==> src/rtl/mem_port_arbiter_pkg.sv <==
// Shared definitions for the DataMemory port arbiter: FSM encoding, access modes,
// grant owners and the latched memory command.
package mem_port_arbiter_pkg;

  localparam logic [1:0] ST_IDLE  = 2'd0;
  localparam logic [1:0] ST_ISSUE = 2'd1;
  localparam logic [1:0] ST_WAIT  = 2'd2;
  localparam logic [1:0] ST_ACK   = 2'd3;

  localparam logic [1:0] MODE_BYTE = 2'b00;
  localparam logic [1:0] MODE_HALF = 2'b01;
  localparam logic [1:0] MODE_WORD = 2'b10;

  typedef enum logic [1:0] {
    OWNER_NONE = 2'd0,
    OWNER_IF   = 2'd1,
    OWNER_DM   = 2'd2
  } owner_e;

  typedef struct packed {
    logic        we;
    logic [1:0]  mode;
    logic [15:0] addr;
    logic [31:0] wdata;
  } mem_cmd_t;

  // Instruction fetches are always full-word reads.
  function automatic mem_cmd_t if_cmd(logic [15:0] addr);
    mem_cmd_t cmd;
    cmd.we    = 1'b0;
    cmd.mode  = MODE_WORD;
    cmd.addr  = addr;
    cmd.wdata = '0;
    return cmd;
  endfunction

endpackage

==> src/rtl/mem_port_arbiter_priority.sv <==
// Winner select between IF and DM requests, with a saturating starvation counter
// that hands IF the port after STARVE_LIMIT consecutive contested DM grants.
module arb_priority
  import mem_port_arbiter_pkg::*;
#(
  parameter int unsigned STARVE_LIMIT = 4
) (
  input  logic   clk,
  input  logic   rst_n,
  input  logic   if_req,
  input  logic   dm_req,
  input  logic   grant_en,
  output owner_e winner
);

  localparam logic [3:0] LIMIT = 4'(STARVE_LIMIT);

  logic [3:0] starve_q, starve_d;

  always_comb begin
    winner = OWNER_NONE;
    if (if_req && dm_req) begin
      winner = (starve_q == LIMIT) ? OWNER_IF : OWNER_DM;
    end else if (if_req) begin
      winner = OWNER_IF;
    end else if (dm_req) begin
      winner = OWNER_DM;
    end
  end

  // Only counts DM grants that actually made a pending fetch wait.
  always_comb begin
    starve_d = starve_q;
    if (grant_en) begin
      if (winner == OWNER_IF) begin
        starve_d = '0;
      end else if (winner == OWNER_DM) begin
        if (!if_req) begin
          starve_d = '0;
        end else if (starve_q != LIMIT) begin
          starve_d = starve_q + 4'd1;
        end
      end
    end
  end

  always_ff @(posedge clk or negedge rst_n) begin
    if (!rst_n) begin
      starve_q <= '0;
    end else begin
      starve_q <= starve_d;
    end
  end

endmodule

==> src/rtl/mem_port_arbiter.sv <==
// Shares the single-ported DataMemory between instruction fetch and load/store:
// grant, issue one command, wait the read latency, capture, then a one-cycle ack.
module mem_port_arbiter
  import mem_port_arbiter_pkg::*;
#(
  parameter int unsigned MEM_LATENCY  = 1,
  parameter int unsigned STARVE_LIMIT = 4
) (
  input  logic        clk,
  input  logic        rst_n,
  input  logic        if_req,
  input  logic [15:0] if_addr,
  output logic [31:0] if_rdata,
  output logic        if_ack,
  input  logic        dm_req,
  input  logic        dm_we,
  input  logic [1:0]  dm_mode,
  input  logic [15:0] dm_addr,
  input  logic [31:0] dm_wdata,
  output logic [31:0] dm_rdata,
  output logic        dm_ack,
  output logic [15:0] mem_address,
  output logic [31:0] mem_write_data,
  output logic [1:0]  mem_mode,
  output logic        mem_wn,
  output logic        mem_rd,
  input  logic [31:0] mem_read_data,
  output logic        busy
);

  logic [1:0]  state_q, state_d;
  owner_e      owner_q, owner_d;
  mem_cmd_t    cmd_q, cmd_d;
  logic [2:0]  wait_q, wait_d;
  logic        rd_q, rd_d;
  logic        wn_q, wn_d;
  logic        if_ack_q, if_ack_d;
  logic        dm_ack_q, dm_ack_d;
  logic [31:0] if_rdata_q, if_rdata_d;
  logic [31:0] dm_rdata_q, dm_rdata_d;
  logic        busy_q, busy_d;
  owner_e      winner;

  arb_priority #(
    .STARVE_LIMIT (STARVE_LIMIT)
  ) u_arb_priority (
    .clk      (clk),
    .rst_n    (rst_n),
    .if_req   (if_req),
    .dm_req   (dm_req),
    .grant_en (state_q == ST_IDLE),
    .winner   (winner)
  );

  always_comb begin
    state_d    = state_q;
    owner_d    = owner_q;
    cmd_d      = cmd_q;
    wait_d     = wait_q;
    rd_d       = 1'b0;
    wn_d       = 1'b0;
    if_ack_d   = 1'b0;
    dm_ack_d   = 1'b0;
    if_rdata_d = if_rdata_q;
    dm_rdata_d = dm_rdata_q;

    unique case (state_q)
      ST_IDLE: begin
        if (winner != OWNER_NONE) begin
          owner_d = winner;
          if (winner == OWNER_IF) begin
            cmd_d = if_cmd(if_addr);
          end else begin
            cmd_d.we    = dm_we;
            cmd_d.mode  = dm_mode;
            cmd_d.addr  = dm_addr;
            cmd_d.wdata = dm_wdata;
          end
          // Strobes are registered, so they are raised on the edge entering ISSUE.
          rd_d    = !cmd_d.we;
          wn_d    = cmd_d.we;
          state_d = ST_ISSUE;
        end
      end
      ST_ISSUE: begin
        if (cmd_q.we) begin
          state_d  = ST_ACK;
          if_ack_d = (owner_q == OWNER_IF);
          dm_ack_d = (owner_q == OWNER_DM);
        end else begin
          state_d = ST_WAIT;
          wait_d  = 3'(MEM_LATENCY);
        end
      end
      ST_WAIT: begin
        wait_d = wait_q - 3'd1;
        if (wait_q == 3'd1) begin
          state_d  = ST_ACK;
          if_ack_d = (owner_q == OWNER_IF);
          dm_ack_d = (owner_q == OWNER_DM);
          if (owner_q == OWNER_IF) begin
            if_rdata_d = mem_read_data;
          end else begin
            dm_rdata_d = mem_read_data;
          end
        end
      end
      ST_ACK: begin
        state_d = ST_IDLE;
        owner_d = OWNER_NONE;
      end
      default: state_d = ST_IDLE;
    endcase

    busy_d = (state_d != ST_IDLE);
  end

  always_ff @(posedge clk or negedge rst_n) begin
    if (!rst_n) begin
      state_q    <= ST_IDLE;
      owner_q    <= OWNER_NONE;
      cmd_q      <= '0;
      wait_q     <= '0;
      rd_q       <= 1'b0;
      wn_q       <= 1'b0;
      if_ack_q   <= 1'b0;
      dm_ack_q   <= 1'b0;
      if_rdata_q <= '0;
      dm_rdata_q <= '0;
      busy_q     <= 1'b0;
    end else begin
      state_q    <= state_d;
      owner_q    <= owner_d;
      cmd_q      <= cmd_d;
      wait_q     <= wait_d;
      rd_q       <= rd_d;
      wn_q       <= wn_d;
      if_ack_q   <= if_ack_d;
      dm_ack_q   <= dm_ack_d;
      if_rdata_q <= if_rdata_d;
      dm_rdata_q <= dm_rdata_d;
      busy_q     <= busy_d;
    end
  end

  assign mem_address    = cmd_q.addr;
  assign mem_write_data = cmd_q.wdata;
  assign mem_mode       = cmd_q.mode;
  assign mem_rd         = rd_q;
  assign mem_wn         = wn_q;
  assign if_ack         = if_ack_q;
  assign dm_ack         = dm_ack_q;
  assign if_rdata       = if_rdata_q;
  assign dm_rdata       = dm_rdata_q;
  assign busy           = busy_q;

endmodule
==> config.mk <==
export PLATFORM = sky130hd
export DESIGN_NAME = mem_port_arbiter
export DESIGN_NICKNAME = d
export VERILOG_FILES = /design/src/rtl/mem_port_arbiter_pkg.sv /design/src/rtl/mem_port_arbiter_priority.sv /design/src/rtl/mem_port_arbiter.sv
export SDC_FILE = /design/constraint.sdc
export NUM_CORES = 1
export LEC_CHECK = 0
export CAP_MARGIN = 10
export CORE_MARGIN = 2
export CORE_UTILIZATION = 25
export CTS_CLUSTER_DIAMETER = 150
export DETAILED_ROUTE_END_ITERATION = 12
export HOLD_SLACK_MARGIN = 0.05
export PLACE_DENSITY = 0.62
export SLEW_MARGIN = 10
export SYNTH_ARGS = -nofsm -noshare
export SYNTH_HDL_FRONTEND = slang
export SYNTH_SLANG_ARGS = --single-unit
export TNS_END_PERCENT = 30
==> constraint.sdc <==
create_clock -name clk -period 2.5 [get_ports clk]
set_input_delay 0.25 -clock clk [delete_from_list [all_inputs] [get_ports clk]]
set_output_delay 0.25 -clock clk [all_outputs]
set_load 0.01 [all_outputs]
==> reports/summary.txt <==
Smallest hold slack - 0.360 ns
Slew Viols, Final - 0
CP max stage cell - dfrtp_1
Post-Syn Area - 5820 um^2
CTS Buf Count - 17
Flop pwr share - 33.7%
Internal power - 7.48 mW
Critical path depth - 6
Worst VDD drop - 0.470 mV
Clock transition at path regs - 0.06 ns
Largest net degree at the start of global routing - 47
Die Span X - 157 um
DRT Pass-1 Iters - 4
Effective utilization at floorplan - 25.6%
Worst Setup End Kind - flop
Initial antenna violation count - 0
Share of cells above drive strength 1 - 16.7%
Post-synth cell types - 47
Main synth FF type - dfrtp_1
HPWL after DPL - 10300 um
Sequential fraction of the synthesis area - 56.3%
RR Endpoint - dm_rdata[17]
Crit path kind - reg -> reg
Worst-path cell chain - inv_1, ha_1, and3b_4, and2_4, buf_4, mux2_4
Clock power share - 24.4%
Async S/R FF share, synth - 100%
Max incr delay on CP - 0.41 ns
Nets - 738
DR WL/cell - 15.2 um
Via count of the first global-routing pass - 4099
Clock Latency Late Sink - 0.41 ns
Power Density - 1250 nW/um^2
# IOs - 222
Outcome - finished clean
Crit path launch type - flop
Mapped Cells - 448
Hold buffer count at CTS - 1
P&R area growth vs syn - 47.9%
RSZ-0062 raised after global routing - no
RePlAce Congestion - 0.695
Fillers - 2217
GRT Overall Usage - 12.1%
Worst Path Max Fanout - 15
Yosys top cell area share - 56.3%
Worst setup startpoint - state_q[0]
Synth cell count leaders - 131 x dfrtp_1, 54 x buf_4, 37 x a21oi_1
Setup_tns - 0 ns
Yosys top cell by area - dfrtp_1
Crit path buffers/inverters - 2
CP top delay family - simple AND/OR/NAND/NOR gates
Final min period - 2.08 ns
Reg-to-reg setup timing slack - 0.42 ns
Worst reg2reg path startpoint - state_q[0]
Setup Fix Bufs, Post-CTS - 0
Sw frac - 30.6%
Syn_area_per_cell - 13.0 um^2
Most common cell in the netlist - dfrtp_1
CP arrival - 2.37 ns
DRC - 0
Final hold viol count - 0
Clock Sinks - 131
Root buffer cell - clkbuf_16
Iteration-0 DRC Markers - 156
Bufs on Longest Clock Path - 2
Post-synth EDFFs - 0
NetSw - 3.30 mW
Tcrit/Tclk final - 83.3%
Static Leak - 3.75 nW
Ranking of synthesized cells by area - dfrtp_1 56%, mux2_4 7.7%, buf_4 7.0%
GRT Residual Overflow - 0
Die Ht - 157 um
Max-Cap Viols - 0
Core Region - 22800 um^2
Slew headroom - 63.8%
Worst Path Required - 2.79 ns
Reg2reg path depth - 6
Routed via count - 3996
PortBufs - 221
# H-tree levels - 4
Fmax - 480 MHz
CTS tree - yes
Worst min-delay path category - in -> async
Global-route wire length before repair - 23000 um
Final setup vio count - 0
Ant diodes - 0
Net Count, Synth - 559
Vias/cell - 4.20
CTS resizes - 0
Logic pwr share - 41.9%
DIE AREA - 24500 um^2
Row count - 55
Pwr Total - 10.8 mW
Drt total wl - 14500 um
Yosys Warn Count - 0
ANT nets after route - 0
Actual slew at the worst max-slew pin - 0.541 ns
Worst Clk Skew - 0.00931 ns
#FFs+latches synth - 131
[worst reg2reg max path: stages (launching register included)]
cell	delay, ns
dfrtp_1	0.41
inv_1	0.09
ha_1	0.32
and3b_4	0.25
and2_4	0.34
buf_4	0.24
mux2_4	0.31
[stage by stage]
step           setup slack (ns)  std cells  utilization, %  area, um^2
5_1_grt                   0.287        952            37.8        8610
3_3_place_gp              0.478        920            35.0        7980
6_report                  0.419        952            37.8        8610
4_1_cts                   0.402        952            37.8        8610
2_1_floorplan             0.759        448               -        5820
3_5_place_dp              0.417        920            35.0        7980
[layout make-up]
class | instances | area (um^2) | area share, %
clock buffers | 18 | 439 | 5.10
clock inverters | 13 | 184 | 2.14
inverters | 13 | 48.8 | 0.567
multi-input cells | 229 | 1910 | 22.2
flip-flops and latches | 131 | 3280 | 38.1
well taps | 313 | 392 | 4.55
repair buffers | 235 | 2360 | 27.4
[how the worst max path moves through the flow]
stage                    to  slack, ns
2_1_floorplan  if_rdata[11]       0.76
3_3_place_gp   dm_rdata[20]       0.48
3_5_place_dp   dm_rdata[17]       0.42
4_1_cts        dm_rdata[17]       0.40
5_1_grt        dm_rdata[20]       0.29
6_report       dm_rdata[17]       0.42
[power groups by stage]
stage | clock network, mW | registers, mW | logic, mW
floorplan | 0 | 3.76 | 2.59
global placement | 0 | 3.65 | 4.48
detailed placement | 0 | 3.65 | 4.56
CTS | 2.71 | 3.64 | 4.57
global route | 2.81 | 3.76 | 4.88
finish | 2.63 | 3.63 | 4.51
[state kept, by name (all words and copies together) (netlist names), 2 cells and up]
| name | flops |
|---|---|
| dm_rdata | 32 |
| if_rdata | 32 |
| mem_address | 16 |
| mem_mode | 2 |
| mem_write_data | 32 |
| owner_q | 2 |
| state_q | 2 |
| u_arb_priority.starve_q | 4 |
| wait_q | 3 |
[kinds of logic (layout without fill, tap and decap cells)]
family | count (synthesis) | in the layout | share of synthesized area (%)
mux | 65 | 65 | 14.5
flops | 131 | 131 | 56.3
compound gates | 95 | 95 | 11.4
simple gates | 60 | 60 | 4.82
fa+ha+maj | 8 | 8 | 1.72
buf+inv | 88 | 279 | 11.1
xor+xnor | 1 | 1 | 0.151
[cells in the final DEF, fill, tap and decap left out, drive strengths merged, types with 2 or more instances in the layout]
cell and n:
bufinv 4, o21ai 11, o22ai 2, mux2 64, buf 14, nor3 3, ha 8, and3b 2
dfrtp 131, a21oi 38, nor2 22, nand2 23, clkdlybuf4s50 220, clkinv 8, clkbuf 18, inv 14
a22o 34
[per-layer routing]
metal | track usage, % | share of wire [%] | vias up
met1 | 15.5 | 45 | 1930
met5 | 0 | 0 | -
met2 | 18.8 | 44 | 185
met3 | 4.62 | 9.6 | 16
met4 | 4.28 | 1.5 | 0
li1 | - | - | 1865
No activity file was read; power rests on OpenSTA's default activity.
